**src/rtl/keypad_pkg.sv**
```systemverilog
// Shared keypad constants and the event encoding used by the keypad event path.
package keypad_pkg;

  localparam int KEY_COUNT   = 16;
  localparam int EVT_W       = 5;
  localparam int RELEASE_BIT = 4;
  localparam int CODE_W      = 4;
  localparam int PEND_W      = 2 * KEY_COUNT;
  localparam int PEND_IDX_W  = 5;

  typedef logic [EVT_W-1:0] key_event_t;

  // Event word: release flag above the 4-bit key code (code = key index - 1).
  function automatic key_event_t make_event(input logic rel, input logic [CODE_W-1:0] code);
    key_event_t ev;
    ev                   = {EVT_W{1'b0}};
    ev[CODE_W-1:0]       = code;
    ev[RELEASE_BIT]      = rel;
    return ev;
  endfunction

endpackage

```
**src/rtl/sync_fifo.sv**
```systemverilog
// Single-clock FIFO with registered occupancy; head word is read straight from storage.
module sync_fifo #(
  parameter int WIDTH = 8,
  parameter int DEPTH = 8
) (
  input  logic                     clk,
  input  logic                     rst,
  input  logic                     push,
  input  logic [WIDTH-1:0]         push_data,
  input  logic                     pop,
  output logic [WIDTH-1:0]         pop_data,
  output logic                     full,
  output logic                     empty,
  output logic [$clog2(DEPTH):0]   count
);

  localparam int AW = $clog2(DEPTH);

  logic [WIDTH-1:0] mem_r [DEPTH];
  logic [AW-1:0]    wr_ptr_r;
  logic [AW-1:0]    rd_ptr_r;
  logic [AW:0]      count_r;
  logic             do_push_s;
  logic             do_pop_s;

  assign full      = (count_r == (AW+1)'(DEPTH));
  assign empty     = (count_r == {(AW+1){1'b0}});
  assign count     = count_r;
  assign do_push_s = push & ~full;
  assign do_pop_s  = pop & ~empty;

  // Pointer and occupancy bookkeeping; pointers wrap naturally at DEPTH.
  always_ff @(posedge clk) begin
    if (rst) begin
      wr_ptr_r <= {AW{1'b0}};
      rd_ptr_r <= {AW{1'b0}};
      count_r  <= {(AW+1){1'b0}};
    end else begin
      if (do_push_s) begin
        wr_ptr_r <= wr_ptr_r + AW'(1);
      end
      if (do_pop_s) begin
        rd_ptr_r <= rd_ptr_r + AW'(1);
      end
      case ({do_push_s, do_pop_s})
        2'b10:   count_r <= count_r + (AW+1)'(1);
        2'b01:   count_r <= count_r - (AW+1)'(1);
        default: count_r <= count_r;
      endcase
    end
  end

  // Storage write port.
  always_ff @(posedge clk) begin
    if (do_push_s) begin
      mem_r[wr_ptr_r] <= push_data;
    end
  end

  // Head word; forced to zero when empty so stale storage never leaks out.
  always_comb begin
    pop_data = {WIDTH{1'b0}};
    if (empty) begin
      pop_data = {WIDTH{1'b0}};
    end else begin
      pop_data = mem_r[rd_ptr_r];
    end
  end

endmodule

```
**src/rtl/key_event_queue.sv**
```systemverilog
// Turns the keypad level vector into queued press/release events with
// round-robin arbitration of pending edges and a valid/ready output port.
module key_event_queue
  import keypad_pkg::*;
#(
  parameter int DEPTH          = 8,
  parameter bit REPORT_RELEASE = 1'b1
) (
  input  logic                    clk,
  input  logic                    rst,
  input  logic [16:1]             keys,
  input  logic                    en,
  output logic                    out_valid,
  input  logic                    out_ready,
  output logic [4:0]              out_event,
  output logic                    overflow,
  input  logic                    clr_ovf,
  output logic [$clog2(DEPTH):0]  count
);

  logic [KEY_COUNT-1:0]    keys_q_r;
  logic [KEY_COUNT-1:0]    prev_r;
  logic                    armed_r;
  logic [PEND_W-1:0]       pending_r;
  logic [PEND_IDX_W-1:0]   rr_ptr_r;
  logic                    overflow_r;

  logic [PEND_W-1:0]       edges_s;
  logic [PEND_W-1:0]       pending_nxt_s;
  logic [PEND_W-1:0]       grant_oh_s;
  logic [2*PEND_W-1:0]     dbl_s;
  logic [PEND_W-1:0]       rot_s;
  logic [PEND_IDX_W-1:0]   hit_s;
  logic [PEND_IDX_W-1:0]   grant_idx_s;
  logic                    grant_s;
  logic                    ovf_set_s;
  logic                    fifo_full_s;
  logic                    fifo_empty_s;
  logic                    pop_s;
  key_event_t              push_event_s;

  // Input sample and previous-level tracking run every cycle, reset included.
  always_ff @(posedge clk) begin
    keys_q_r <= keys;
    prev_r   <= keys_q_r;
  end

  // Edge detection; suppressed until armed so keys held through reset stay silent.
  always_comb begin
    edges_s = {PEND_W{1'b0}};
    if (armed_r && en) begin
      edges_s[KEY_COUNT-1:0] = keys_q_r & ~prev_r;
      if (REPORT_RELEASE) begin
        edges_s[PEND_W-1:KEY_COUNT] = ~keys_q_r & prev_r;
      end else begin
        edges_s[PEND_W-1:KEY_COUNT] = {KEY_COUNT{1'b0}};
      end
    end else begin
      edges_s = {PEND_W{1'b0}};
    end
  end

  // Round-robin pick: rotate pending so rr_ptr lands at bit 0, take the lowest set bit.
  always_comb begin
    dbl_s = {pending_r, pending_r} >> rr_ptr_r;
    rot_s = dbl_s[PEND_W-1:0];
    hit_s = {PEND_IDX_W{1'b0}};
    for (int i = PEND_W - 1; i >= 0; i--) begin
      hit_s = rot_s[i] ? PEND_IDX_W'(i) : hit_s;
    end
    grant_s     = (|pending_r) && !fifo_full_s;
    grant_idx_s = rr_ptr_r + hit_s;
    grant_oh_s  = grant_s ? (32'd1 << grant_idx_s) : {PEND_W{1'b0}};
  end

  // A new edge on a bit that is still pending (and not leaving now) merges and is lost.
  always_comb begin
    pending_nxt_s = (pending_r & ~grant_oh_s) | edges_s;
    ovf_set_s     = |(edges_s & pending_r & ~grant_oh_s);
  end

  // Arbiter, pending and overflow state.
  always_ff @(posedge clk) begin
    if (rst) begin
      armed_r    <= 1'b0;
      pending_r  <= {PEND_W{1'b0}};
      rr_ptr_r   <= {PEND_IDX_W{1'b0}};
      overflow_r <= 1'b0;
    end else begin
      armed_r   <= 1'b1;
      pending_r <= pending_nxt_s;
      if (grant_s) begin
        rr_ptr_r <= grant_idx_s + PEND_IDX_W'(1);
      end
      if (ovf_set_s) begin
        overflow_r <= 1'b1;
      end else if (clr_ovf) begin
        overflow_r <= 1'b0;
      end
    end
  end

  assign push_event_s = make_event(grant_idx_s[RELEASE_BIT], grant_idx_s[CODE_W-1:0]);
  assign pop_s        = out_valid && out_ready;

  sync_fifo #(
    .WIDTH (EVT_W),
    .DEPTH (DEPTH)
  ) u_fifo (
    .clk       (clk),
    .rst       (rst),
    .push      (grant_s),
    .push_data (push_event_s),
    .pop       (pop_s),
    .pop_data  (out_event),
    .full      (fifo_full_s),
    .empty     (fifo_empty_s),
    .count     (count)
  );

  assign out_valid = ~fifo_empty_s;
  assign overflow  = overflow_r;

endmodule

```
**config.mk**
```make
export PLATFORM = sky130hd
export DESIGN_NAME = key_event_queue
export DESIGN_NICKNAME = d
export VERILOG_FILES = /design/src/rtl/keypad_pkg.sv /design/src/rtl/sync_fifo.sv /design/src/rtl/key_event_queue.sv
export SDC_FILE = /design/constraint.sdc
export NUM_CORES = 1
export LEC_CHECK = 0
export CAP_MARGIN = 20
export CORE_MARGIN = 3
export CORE_UTILIZATION = 55
export CTS_BUF_LIST = sky130_fd_sc_hd__clkbuf_8
export CTS_CLUSTER_DIAMETER = 80
export DETAILED_ROUTE_END_ITERATION = 8
export PLACE_DENSITY = 0.84
export SYNTH_ARGS = -nofsm -noshare
export SYNTH_HDL_FRONTEND = slang
export SYNTH_SLANG_ARGS = --single-unit
```
**constraint.sdc**
```tcl
create_clock -name clk -period 5.54 [get_ports clk]
set_clock_uncertainty 0.2 [all_clocks]
set_input_delay 1.108 -clock clk [delete_from_list [all_inputs] [get_ports clk]]
set_output_delay 1.108 -clock clk [all_outputs]
set_load 0.02 [all_outputs]
```
# Word-level counts from Yosys, hierarchy flattened

Memory sizes are Yosys's and may differ from the RTL's. A register that Yosys moved wholly into a read port is not among the register bits.
Cells that the tools add are included.
W data, S select, Z words.

Divide/modulo/power cells: 0
Add/subtract/negate cells: 6
Reductions and logical operators: 9
Magnitude comparators: 0
$mul: 0
Equality and inequality tests: 3
Shifts and indexed selects: 2
Bitwise logic cells: 13
Multiplexer cells: 43

Operators by type and width:

| operator               | number |
|---|---|
| $mux W5                | 33 |
| $and A32 B32 Y32       | 3 |
| $mux W32               | 2 |
| $reduce_or A32 Y1      | 2 |
| $shr A64 B5 Y32        | 1 |
| $and A16 B16 Y16       | 2 |
| $not A16 Y16           | 2 |
| $not A32 Y32           | 1 |
| $or A32 B32 Y32        | 1 |
| $shl A1 B5 Y32 const A | 1 |
| $pmux W4 S2            | 1 |
| $add A3 B1 Y3 const B  | 2 |
| $mux W3                | 2 |
| $add A5 B1 Y5 const B  | 1 |
| $add A5 B5 Y5          | 1 |
| $mux W1                | 5 |
| $add A4 B1 Y4 const B  | 1 |
| $eq A4 B4 Y1 const B   | 1 |
| $logic_not A4 Y1       | 1 |
| $reduce_bool A2 Y1     | 2 |
| $sub A4 B1 Y4 const B  | 1 |
| $logic_and A1 B1 Y1    | 3 |
| $and A1 B1 Y1          | 2 |
| $eq A2 B1 Y1 const B   | 1 |
| 3 further kinds        | 4 |

Input bits: 21
Flip-flop bits (word level): 81
Memories: 1
Output and inout port bits: 11
RAM bits: 40
Bits in read-only memories: 0
Logic and storage cells: 86
Bits in latches: 0

Memories:

| memory       | words | bits a word | read ports | clocked after Yosys merged registers in | write ports | RTL line        | text |
|---|---|---|---|---|---|---|---|
| u_fifo.mem_r | 8     | 5           | 1          | 1                                       | 1           | sync_fifo.sv:19 | `logic [WIDTH-1:0] mem_r [DEPTH];` |

# Longest topological paths before layout

Gate-level depths: netlist of run 1.

Depth after elaboration: 40
Depth in mapped cells: 29
Mapped depth without buffers: 24

# Cells and area by module

From an unflattened synthesis of run 1, not the netlist that was laid out.

Cells, all modules: 912
Area, all modules: 8824.7 sq um

Modules (own cells, without submodules):

| module          | area each (sq um) | instances | cells each |
|---|---|---|---|
| key_event_queue | 6618.8            | 1         | 775 |
| sync_fifo       | 2205.9            | 1         | 137 |

# Least setup slack after synthesis of run 1

OpenSTA, ideal clock, no wires.

Path type: register to register
Start point: register rr_ptr_r[1]
End point: register overflow_r, in the netlist overflow
Path buffers: 2
Slack: -487 ps
Clock period less this slack: 6027 ps
Arrival time: 5698 ps
Cell stages (with the launch flop): 26
Data required time: 5211 ps
Path through: dfxtp_1 -> buf_6 -> mux4_2 -> mux4_1 -> mux2_2 -> a31oi_1 -> o21a_1 -> o21ai_0 -> a32oi_1 -> nand2_1 -> a311oi_1 -> o21ai_0 -> nand4b_1 -> a21oi_1 -> ha_1 -> fa_1 -> a21o_1 -> a21oi_1 -> xnor2_1 -> a21oi_1 -> or3_1 -> buf_6 -> o21ai_2 -> o221ai_2 -> o41ai_1 -> a21oi_1

Cells in the longest elaborated chain, start to end: 40
Elaborated cells between the ends (all ways): 41
Classes of those cells: add/sub: 1; shift: 2; mux: 34; bitwise: 2; reduce/logical: 2

Ends and longest elaborated chain:

| element                                              | RTL line              | text |
|---|---|---|
| from (decl)                                          | key_event_queue.sv:25 | `logic [PEND_IDX_W-1:0] rr_ptr_r;` |
| from (signal assigned)                               | key_event_queue.sv:87 | `rr_ptr_r <= {PEND_IDX_W{1'b0}};` |
| from (signal assigned)                               | key_event_queue.sv:93 | `rr_ptr_r <= grant_idx_s + PEND_IDX_W'(1);` |
| $shr A64 B5 Y32                                      | key_event_queue.sv:65 | `dbl_s = {pending_r, pending_r} >> rr_ptr_r;` |
| $mux W5 (32 in series)                               | key_event_queue.sv:69 | `hit_s = rot_s[i] ? PEND_IDX_W'(i) : hit_s;` |
| $add A5 B5 Y5 (*)                                    | key_event_queue.sv:72 | `grant_idx_s = rr_ptr_r + hit_s;` |
| $shl A1 B5 Y32 (*)                                   | key_event_queue.sv:73 | `grant_oh_s = grant_s ? (32'd1 << grant_idx_s) : {PEND_W{1'b0}};` |
| $mux W32 (*)                                         | key_event_queue.sv:73 |  |
| $not A32 Y32 (*)                                     | key_event_queue.sv:79 | `ovf_set_s = \|(edges_s & pending_r & ~grant_oh_s);` |
| $and A32 B32 Y32 (*)                                 | key_event_queue.sv:79 |  |
| $reduce_or A32 Y1 (*)                                | key_event_queue.sv:79 |  |
| $mux W1 / $reduce_bool A2 Y1 (equally long branches) | n/a                   |  |
| to (signal assigned)                                 | key_event_queue.sv:88 | `overflow_r <= 1'b0;` |
| to (signal assigned)                                 | key_event_queue.sv:96 | `overflow_r <= 1'b1;` |
| to (signal assigned)                                 | key_event_queue.sv:98 | `overflow_r <= 1'b0;` |
| to (decl)                                            | key_event_queue.sv:26 | `logic overflow_r;` |

Every way passes the cells marked *; elsewhere a longest branch is shown, timed or not.
A chain may end at the register's enable or synchronous reset.

# Final worst setup path of run 1

Same ends and word-level chain as after synthesis.

==> impl_metrics.ini, run 1 <==
[timing]
hold_violations = 0
finalSetupViolCount = 40
setup_ws_ns = -0.734
relSlewSlack_pct = 25.5
worst_pin_slew_ns = 1.12
finalCriticalPeriod_ns = 6.27
final_max_slew_viol_count = 0
setup_tns_ns = -7.80
grt_setup_unrepaired = yes
period_share_pct = 113
max_freq_ghz = 0.159

[outcome]
violations = setup timing
status = finished with violations

[logic_synthesis]
synth_area_um2 = 8510
ys_seq_area_share_pct = 33.9
yosys_register_bits = 124
yosysWarnings = 0
synth_cells = 876
synth_edf_count = 40
synthDistinctLibCells = 73
avgSynthCellArea_um2 = 9.71
synthArstFlopShare_pct = 0
synth-main-ff-cell = dfxtp_1
syn-num-nets = 913

[placement]
post-dp-hpwl_um = 22800
pre_cts_slack_ns = -0.740
gp_congestion = 1.04
placed_cells = 1252
portBuffers = 31

[drt]
avgViaCountPerCell = 6.84
ant_nets = 0
wl_per_cell_um = 24.6
num_vias = 8940
firstDrtPassIters = 6
first_iter_violations = 1243
routed_wl_um = 32100
drc = 0

[finish]
n_antenna_cell = 0
nFillCells = 930
areaGrowthSynthToFinish_pct = 35.7
final_nets = 1147
final_cell_mix = buf_4, nand2_1, dfxtp_1
layout-drive-gt1-share_pct = 37.8
post-route-util_pct = 77.9
fin_cells = 1307
layout_commonest_cell = buf_4

[global_route]
grt_pass1_wl_um = 47800
antenna_found_initial = 0
grt_max_degree = 50
track_usage_pct = 37.3
overflow = 0
grt_pass1_vias = 8598

[setup_path]
crit_fanout = 5
endpoint_kind = flop
max_stage_delay_ns = 0.49
startpoint_type = flop
cp_common_cell = buf_4
critPathArrivalTime_ns = 6.41
path_class = reg -> reg
r2r_end = overflow$_SDFFE_PP0P_
worstPathRequired_ns = 5.68
reg2reg_depth = 29
r2r_slack_ns = -0.73
rr_startpoint = rr_ptr_r[1]$_SDFFE_PP0P_
cp_slowest_cell = mux4_2

[clocking]
clockBufferDepth = 2
ctsHtreeMaxLevel = 4
cts_tree = built
hold_buffers = 0
cts_root_buffer = clkbuf_8
cts.sinks = 124
cts-buffers-inserted = 17
clk_pin_slew_ns = 0.09
clkLatencyLatePin_ns = 0.46

[floorplan]
die_w_um = 130
dieArea_um2 = 17000
row_count = 44
core_um2 = 14800
die_h_um = 130
io_pins = 32
start_util_pct = 57.4

[min_path]
hold_path_end = prev_r[1]$_DFF_P_
hold_depth = 0
min_path_type = reg -> reg
min_from = keys_q_r[1]$_DFF_P_

[flow_run]
maxCapViolCount = 0
[area by class of cell]
class | instances | area (um^2) | share of cell area, %
multi-input cells | 669 | 5620 | 48.7
flip-flops and latches | 124 | 2890 | 25.0
repair buffers | 272 | 2290 | 19.8
clock buffers | 17 | 234 | 2.03
well taps | 184 | 230 | 2.00
clock inverters | 15 | 173 | 1.50
inverters | 26 | 104 | 0.900
[kinds of logic (layout without fill, tap and decap cells)]
family,after synthesis,in the layout,share of synthesized area [%]
multiplexers,123,123,23.0
AO/OA/AOI/OAI,233,233,17.3
XOR/XNOR,13,13,1.34
adder cells (fa/ha/maj),16,16,2.53
flip-flops,124,124,33.9
buffers and inverters,83,330,5.30
AND/OR/NAND/NOR,284,284,16.7
[how the worst max path moves through the flow]
stage	start	end	slack (ns)	cells past startpoint
2_1_floorplan	rr_ptr_r[1]$_SDFFE_PP0P_	overflow$_SDFFE_PP0P_	-0.08	25
3_3_place_gp	rr_ptr_r[1]$_SDFFE_PP0P_	overflow$_SDFFE_PP0P_	-0.73	24
3_5_place_dp	rr_ptr_r[1]$_SDFFE_PP0P_	overflow$_SDFFE_PP0P_	-0.74	24
4_1_cts	rr_ptr_r[1]$_SDFFE_PP0P_	overflow$_SDFFE_PP0P_	-0.45	26
5_1_grt	rr_ptr_r[1]$_SDFFE_PP0P_	overflow$_SDFFE_PP0P_	-0.86	27
6_report	rr_ptr_r[1]$_SDFFE_PP0P_	overflow$_SDFFE_PP0P_	-0.73	29
[critical path, delay by kind of cell, from the launching register on]
family                   cells  cell delay (ns)
AO/OA/AOI/OAI               14             2.31
multiplexers                 3             1.13
buffers and inverters        5             0.74
AND/OR/NAND/NOR              4             0.66
adder cells (fa/ha/maj)      2             0.56
flip-flops                   1             0.41
XOR/XNOR                     1             0.15
[sequential cells by signal, indices dropped and copies added, names as in the netlist, named ones only]
signal	cells
u_fifo.mem_r	40
pending_r	32
keys_q_r	16
prev_r	16
rr_ptr_r	5
u_fifo.count	4
u_fifo.rd_ptr_r	3
u_fifo.wr_ptr_r	3
armed_r	1
overflow	1
[cells in the mapped netlist (15+ instances only)]
cell type	instances	share of area, %
edfxtp_1	40	14
nand3_1	22	1.3
buf_6	15	2.0
o21ai_0	62	3.6
mux4_2	51	14
nand2_1	86	3.8
clkbuf_1	22	0.97
inv_1	24	1.1
mux2i_1	48	5.6
a21oi_1	70	4.1
nand3b_1	15	1.3
nor2_1	76	3.4
dfxtp_1	84	20
nor2b_1	15	1.1
[routing by layer]
| metal | share of wire, % | wire length (um) | global-route usage [%] | vias up |
|---|---|---|---|---|
| li1 | - | - | - | 3817 |
| met2 | 46 | 14800 | 61.2 | 743 |
| met1 | 35 | 11400 | 46.0 | 4147 |
| met5 | 0 | 0 | 0 | - |
| met4 | 8.1 | 2590 | 21.3 | 0 |
| met3 | 10 | 3370 | 7.33 | 233 |
[through the flow]
stage	hold WS, ns	instance area (um^2)
4_1_cts	0.164	11300
3_3_place_gp	0.149	10400
5_1_grt	0.173	11500
2_1_floorplan	0.143	8560
6_report	0.163	11500
3_5_place_dp	0.157	10400
[what timing repair did]
action                     CTS  global route
buffers inserted            18            11
pin swaps                   22            16
setup endpoints to repair   43            43
cloned                       1             0
resized for setup           84            52
Power of run 1 is left out: the tool's default activity adds up to more than one toggle a clock period on the data nets, which glitch-free logic cannot reach.
==> run 2: changes to the inputs <==
--- a/config.mk
+++ b/config.mk
@@ -11,7 +11,9 @@
 export CTS_BUF_LIST = sky130_fd_sc_hd__clkbuf_8
 export CTS_CLUSTER_DIAMETER = 80
 export DETAILED_ROUTE_END_ITERATION = 8
+export MAX_ROUTING_LAYER = met4
 export PLACE_DENSITY = 0.84
+export REMOVE_ABC_BUFFERS = 1
 export SYNTH_ARGS = -nofsm -noshare
 export SYNTH_HDL_FRONTEND = slang
 export SYNTH_SLANG_ARGS = --single-unit
==> impl_metrics.ini, run 2 (synthesized netlist as in run 1, its figures left out) <==
[floorplan]
die_w_um = 130
dieArea_um2 = 17000
die_h_um = 130
start_util_pct = 57.4
row_count = 44
core_um2 = 14800
io_pins = 32

[finish]
final_nets = 1148
fin_cells = 1308
layout_commonest_cell = buf_4
n_antenna_cell = 0
nFillCells = 946
largest_reg_flops = 40
regMostFlops = u_fifo.mem_r
layout-drive-gt1-share_pct = 36.8
areaGrowthSynthToFinish_pct = 34.0
top_regs = u_fifo.mem_r: 40 flops, pending_r: 32 flops
final_cell_mix = buf_4, nand2_1, dfxtp_1
multi_input_area_um2 = 5570
regArea_um2 = 2890

[setup_path]
critPathArrivalTime_ns = 6.33
cp.buffers_inverters = 8
crit_fanout = 7
max_stage_delay_ns = 0.53
cp_common_cell = buf_4
crit_family = compound AO/OA/AOI/OAI gates
cp_slowest_cell = mux4_2
path_class = reg -> reg
worstPathRequired_ns = 5.66
startpoint_type = flop
endpoint_kind = flop

[clocking]
cts_tree = built
cts_root_buffer = clkbuf_8
clkLatencyLatePin_ns = 0.44
cts-buffers-inserted = 17
cts.sinks = 124
clk_pin_slew_ns = 0.07
hold_buffers = 0
clockBufferDepth = 2
ctsHtreeMaxLevel = 4

[timing]
finalCriticalPeriod_ns = 6.22
setup_tns_ns = -11.23
grt_setup_unrepaired = yes
final_max_slew_viol_count = 0
max_freq_ghz = 0.161
hold_violations = 0
relSlewSlack_pct = 26.7
setup_ws_ns = -0.676
period_share_pct = 112
worst_pin_slew_ns = 1.10
finalSetupViolCount = 42

[min_path]
min_path_type = reg -> reg

[placement]
portBuffers = 31
placed_cells = 1247
gp_congestion = 1.02
post-dp-hpwl_um = 22900

[outcome]
status = finished with violations
violations = setup timing

[drt]
firstDrtPassIters = 7
drc = 0
first_iter_violations = 1317
routed_wl_um = 31900
avgViaCountPerCell = 6.75
ant_nets = 0
num_vias = 8830
wl_per_cell_um = 24.4

[global_route]
overflow = 0
grt_max_degree = 50
grt_pass1_vias = 8475
grt_pass1_wl_um = 47400
antenna_found_initial = 0
track_usage_pct = 38.4

[flow_run]
maxCapViolCount = 0
==> run 2: changes by cell type in the layout (fill, tap and decap cells not counted), sizes merged <==
cell    previous run  this run
inv               34        29
clkinv             3         6
bufinv             1         3
and2              10        11
buf              242       241
o21bai             1         2
==> run 2: area by class of cell <==
type / instances / share of cell area [%]
inverter: 26 / 0.878
clock buffer: 17 / 2.05
multi-input combinational: 671 / 48.9
timing repair buffer: 271 / 19.4
tap: 184 / 2.02
sequential: 124 / 25.3
clock inverter: 15 / 1.50
==> run 2: repair_timing <==
action,in CTS,in global routing
gates resized for setup,45,70
setup buffers,16,11
gates cloned,1,1
setup endpoints to repair,43,43
pin swaps,23,35
==> run 2: metal layers <==
metal,vias up,GRT usage (%),wire (um)
met5,-,-,0
met4,0,21.2,2350
met3,197,6.39,3200
met2,688,61.5,14900
met1,4132,46.3,11500
li1,3813,-,-
==> run 2: path summary, 6_finish.rpt <==
kind | from | endpoint | slack (ns) | depth (start not counted)
worst max-delay path | rr_ptr_r[1]$_SDFFE_PP0P_ | overflow$_SDFFE_PP0P_ | -0.68 | 28
worst min-delay path | keys_q_r[13]$_DFF_P_ | prev_r[13]$_DFF_P_ | 0.16 | 0
worst max register to register | rr_ptr_r[1]$_SDFFE_PP0P_ | overflow$_SDFFE_PP0P_ | -0.68 | 28
worst min register to register | keys_q_r[13]$_DFF_P_ | prev_r[13]$_DFF_P_ | 0.16 | 0
==> run 2: per-stage QoR <==
stage	utilization, %	hold slack [ns]	cell area, um^2	worst slack, ns
2_1_floorplan	-	0.143	8150	-1.87
3_3_place_gp	69.6	0.152	10300	-0.655
3_5_place_dp	69.6	0.156	10300	-0.847
4_1_cts	74.4	0.159	11000	-0.599
5_1_grt	77.0	0.174	11400	-0.903
6_report	77.0	0.158	11400	-0.676
Power of run 2 is left out for the same reason.
